`src/rtl/t_counter_pkg.sv`:
```
// t_counter_pkg: shared direction constants, default width and next-count rule for the T-cell counter.
package t_counter_pkg;
   localparam int DEF_WIDTH = 4;
   localparam logic DIR_UP = 1'b1;
   localparam logic DIR_DOWN = 1'b0;
   // Out-of-range q counts up to 0 (or clamps when saturating) and down to q-1.
   function automatic logic [31:0] next_count(input logic [31:0] q, input logic [31:0] d,
                                              input logic [31:0] max_val, input logic en,
                                              input logic up, input logic load, input logic sat);
      next_count = load ? ((d > max_val) ? max_val : d)
                 : !en ? q
                 : (up == DIR_UP) ? ((q >= max_val) ? (sat ? max_val : 32'd0) : q + 32'd1)
                 : (up == DIR_DOWN && q == 32'd0) ? (sat ? 32'd0 : max_val)
                 : q - 32'd1;
   endfunction
endpackage

```
`src/rtl/t_cell.sv`:
```
// t_cell: single T flip-flop with asynchronous active-low reset.
module t_cell (
   input  logic clk,
   input  logic rst,
   input  logic t,
   output logic q
);
   always_ff @(posedge clk or negedge rst)
      if (!rst) q <= 1'b0;
      else if (t) q <= ~q;
endmodule

```
`src/rtl/t_sync_counter.sv`:
```
// t_sync_counter: modulo-(MAX_VAL+1) up/down counter built from T cells, with load and tc/wrap status.
// Define T_COUNTER_SAT_EN for saturating limits instead of wrapping.
module t_sync_counter
   import t_counter_pkg::*;
#(
   parameter int WIDTH   = DEF_WIDTH,
   parameter int MAX_VAL = 2**WIDTH - 1
) (
   input  logic             clk,
   input  logic             rst,
   input  logic             en,
   input  logic             up,
   input  logic             load,
   input  logic [WIDTH-1:0] d,
   output logic [WIDTH-1:0] q,
   output logic [WIDTH-1:0] t_vec,
   output logic             tc,
   output logic             wrap
);
`ifdef T_COUNTER_SAT_EN
   localparam logic SAT = 1'b1;
`else
   localparam logic SAT = 1'b0;
`endif
   localparam logic [WIDTH-1:0] MAXQ = WIDTH'(MAX_VAL);
   logic [WIDTH-1:0] next_q;
   // Toggle vector is forced quiet while reset holds the cells cleared.
   always_comb begin
      next_q = WIDTH'(next_count(32'(q), 32'(d), 32'(MAX_VAL), en, up, load, SAT));
      t_vec  = rst ? (q ^ next_q) : '0;
      tc     = rst & en & ~load & ((up == DIR_UP) ? (q == MAXQ) : (q == '0));
   end
   for (genvar i = 0; i < WIDTH; i++) begin : g_cell
      t_cell u_cell (.clk(clk), .rst(rst), .t(t_vec[i]), .q(q[i]));
   end
`ifdef T_COUNTER_SAT_EN
   assign wrap = 1'b0;
`else
   always_ff @(posedge clk or negedge rst)
      if (!rst) wrap <= 1'b0;
      else wrap <= tc;
`endif
endmodule

```
`config.mk`:
```
export PLATFORM = sky130hd
export DESIGN_NAME = t_sync_counter
export DESIGN_NICKNAME = d
export VERILOG_FILES = /design/src/rtl/t_counter_pkg.sv /design/src/rtl/t_cell.sv /design/src/rtl/t_sync_counter.sv
export SDC_FILE = /design/constraint.sdc
export NUM_CORES = 1
export LEC_CHECK = 0
export CORE_MARGIN = 3
export CORE_UTILIZATION = 40
export CTS_CLUSTER_DIAMETER = 30
export DETAILED_ROUTE_END_ITERATION = 8
export DONT_BUFFER_PORTS = 1
export PLACE_DENSITY_LB_ADDON = 0.15
export RECOVER_POWER = 25
export SLEW_MARGIN = 20
export SYNTH_ARGS = -nofsm -noshare
export SYNTH_HDL_FRONTEND = slang
export SYNTH_SLANG_ARGS = --single-unit
export TNS_END_PERCENT = 30
```
`constraint.sdc`:
```
create_clock -name clk -period 2.4 [get_ports clk]
set_clock_uncertainty 0.15 [all_clocks]
set_input_delay 0.48 -clock clk [delete_from_list [all_inputs] [get_ports clk]]
set_output_delay 0.48 -clock clk [all_outputs]
set_load 0.03 [all_outputs]
```
==> run_results.csv <==
group,metric,value,unit
power_and_ir_drop,totalPowerFinal,513,uW
setup_path,endpoint_kind,"output port",
run,number_of_max_cap_violations,0,
synth,yosys.area.top_type,"dfrtp_1",
power_and_ir_drop,register_share_of_total_power,0.247,
synth,number_of_flops_mapped_to_enable_cells_by_yosys,0,
timing,worst_slack,-0.0968,ns
floorplanning,core_region_area,1520,um2
detailed_routing,ant_nets,0,
synth,netlist_area,657,um2
global_routing,grt-ovfl-total,0,
clock_network,clock_sink_count,5,
setup_path,critical_path_required,1.77,ns
detailed_routing,detailedRoute.firstPassIterationCount,4,
detailed_routing,post_drt_via_cell_ratio,5.93,
floorplanning,die-width,46.5,um
min_path,timing.hold.worst.class,"input port to register",
setup_path,cp-endpoint,"t_vec[3]",
synth,number_of_instances_in_the_synthesized_netlist,86,
setup_path,worstRegToRegCells,6,
timing,fmax,401,MHz
power_and_ir_drop,clock_power_share,0.205,
setup_path,regToRegEndpoint,"g_cell[3].u_cell.q",
min_path,min_path_cells,1,
synth,synth-main-ff-cell,"dfrtp_1",
setup_path,worstPathMaxFanout,5,
detailed_routing,routed_via_count,634,
clock_network,h_tree_lvl_count,1,
floorplanning,die_h,46.5,um
placed_design,dp_worst_setup_slack,0.0339,ns
global_routing,grt_pass1_vias,510,
finish,antenna_cells,0,
placed_design,place.gp.congestion,0.822,
finish,utilization_of_the_core_after_routing,0.532,
timing,whs,0.170,ns
timing,layout_worst_path_cycle_share,1.04,
synth,yosys_register_bits,5,
setup_path,r2r_start,"g_cell[1].u_cell.q",
synth,synth.distinct_cells,37,
outcome,failed_checks,"negative setup slack",
floorplanning,design.portCount,19,
timing,slew_viol_final,0,
timing,min_period,2.50,ns
power_and_ir_drop,switching_share,0.428,
timing,setup_tns,-0.243,ns
timing,grt_setup_unrepaired,"yes",
synth,syn_avg_cell_area,7.64,um2
synth,synth_sequential_area_ratio,0.190,
power_and_ir_drop,internal_power,293,uW
power_and_ir_drop,leakagePower,0.000337,uW
clock_network,root_buffer,"clkbuf_4",
global_routing,grt_pass1_wl,2170,um
finish,final_layout_size_suffix_gt1_frac,0.407,
synth,post_synth_main_area_contributors,"dfrtp_1, buf_4, ha_1",
timing,final-hold-violation-count,0,
floorplanning,initial_core_util,0.431,
clock_network,cts.path.max_buffers,2,
detailed_routing,drt_first_iter_violations,16,
placed_design,port_buffers,0,
detailed_routing,routed_wire_length_per_instance,14.6,um
floorplanning,fp-row-count,14,
setup_path,criticalPathCategory,"register to output port",
synth,synthArstFlopShare,1.00,
clock_network,cts_tree,"built",
synth,yosys_warnings,0,
detailed_routing,route.detailed.drc,0,
power_and_ir_drop,power.ir.vdd_worst,0.000297,V
timing,finalSetupViolCount,3,
timing,max_slew.worst_pin.slew,0.367,ns
setup_path,crit_start,"g_cell[1].u_cell.q",
detailed_routing,routed_wl,1570,um
setup_path,reg2reg_setup_slack,0.60,ns
global_routing,grtUsageTotal,0.148,
placed_design,post-dp-hpwl,1090,um
clock_network,clk_pin_slew,0.06,ns
setup_path,startpoint_class,"register",
synth,syn-num-nets,98,
power_and_ir_drop,power.switching,219,uW
synth,synth_top_area_frac,0.190,
floorplanning,fp.dieArea,2160,um2
clock_network,worst_skew_pair.late_latency,0.26,ns
global_routing,grt_start_max_net_pins,20,
finish,syn_to_final_growth,23.4,%
outcome,outcome,"complete, but fails checks",
timing,slew-limit-headroom,0.755,
clock_network,cts_made_buffers,3,
power_and_ir_drop,power-per-cell-area,632,nW/um2
setup_path,worst-endpoint-arrival,1.87,ns
global_routing,antenna_found_initial,0,
power_and_ir_drop,power_frac_comb,0.548,
finish,design.final.nets,104,
cell families (layout without fill, tap and decap cells):
| logic type | count (synthesis) | count (layout) | share of synthesized area |
|---|---|---|---|
| AOI/OAI and AO/OA | 25 | 25 | 0.251 |
| xor gates and xnor gates | 4 | 4 | 0.0533 |
| adders and majority gates | 3 | 3 | 0.0571 |
| buffers and inverters | 20 | 25 | 0.190 |
| DFF | 5 | 5 | 0.190 |
| muxes | 2 | 2 | 0.0381 |
| and+or+nand+nor | 27 | 27 | 0.219 |
repair_timing:
action / in CTS / in global routing
hold buffers: 1 / 0
cloned: 0 / 0
pin swaps: 7 / 6
setup buffers: 4 / 0
resized for setup: 11 / 9
setup endpoints to repair: 5 / 5
hold endpoints to repair: 5 / 0
stage by stage:
| stage | instance area (um2) | instances |
|---|---|---|
| 5_1_grt | 811 | 107 |
| 6_report | 811 | 107 |
| 4_1_cts | 773 | 107 |
| 2_1_floorplan | 657 | 86 |
| 3_3_place_gp | 662 | 98 |
| 3_5_place_dp | 662 | 98 |
worst min path at each step:
stage | end | startpoint
2_1_floorplan | g_cell[0].u_cell.q | rst
3_3_place_gp | g_cell[0].u_cell.q | rst
3_5_place_dp | g_cell[0].u_cell.q | rst
4_1_cts | g_cell[0].u_cell.q | rst
5_1_grt | g_cell[1].u_cell.q | rst
6_report | g_cell[1].u_cell.q | rst
state kept, by name (all words and copies together), names as in the netlist:
signal,count
g_cell.u_cell.q,4
wrap,1
layout by cell type (no fill, tap or decap), types with 3 or more instances in the layout:
master,instances
dfrtp_1,3
nand3_1,4
nand2_1,6
inv_1,4
o211ai_1,4
nor2_1,4
buf_4,12
a21oi_1,6
o21ai_0,4
clkbuf_4,3
cells in the mapped netlist (2+ instances only):
cell type and instances:
inv_1 6, clkbuf_1 2, nor2_1 5, dfrtp_1 5
o311ai_1 2, nand2_1 7, o211ai_1 4, nand3_1 4
o21ai_1 2, o21ai_0 5, xnor2_1 3, a21oi_1 6
ha_1 3, nor2b_1 2, buf_4 8
worst max-delay path: stages, from the launching register on:
cell      delay (ns)
dfrtp_2         0.45
ha_2            0.22
a21oi_1         0.12
nor2_1          0.06
o31a_1          0.27
a41oi_2         0.19
o311ai_1        0.12
buf_4           0.18
final cells by class:
cell class                 count  area [um2]
multi-input combinational     61         479
timing repair buffer          15         131
inverter                       6        25.0
clock inverter                 1        5.00
fill                         141         713
clock buffer                   3        22.5
tap                           16        20.0
sequential                     5         128
per-layer routing:
metal	vias to the layer above	global-route usage	wire length, um
li1	309	-	-
met2	23	0.217	719
met5	-	0	0
met1	298	0.190	700
met3	4	0.0547	131
met4	0	0.0682	12
power by group through the flow:
stage | sequential, uW | combinational [uW] | clock (uW)
final | 127 | 281 | 105
after global routing | 130 | 302 | 108
after CTS | 124 | 268 | 103
after detailed placement | 124 | 225 | 0
after global placement | 123 | 223 | 0
after floorplan | 108 | 220 | 0
No activity file was read; power rests on OpenSTA's default activity.
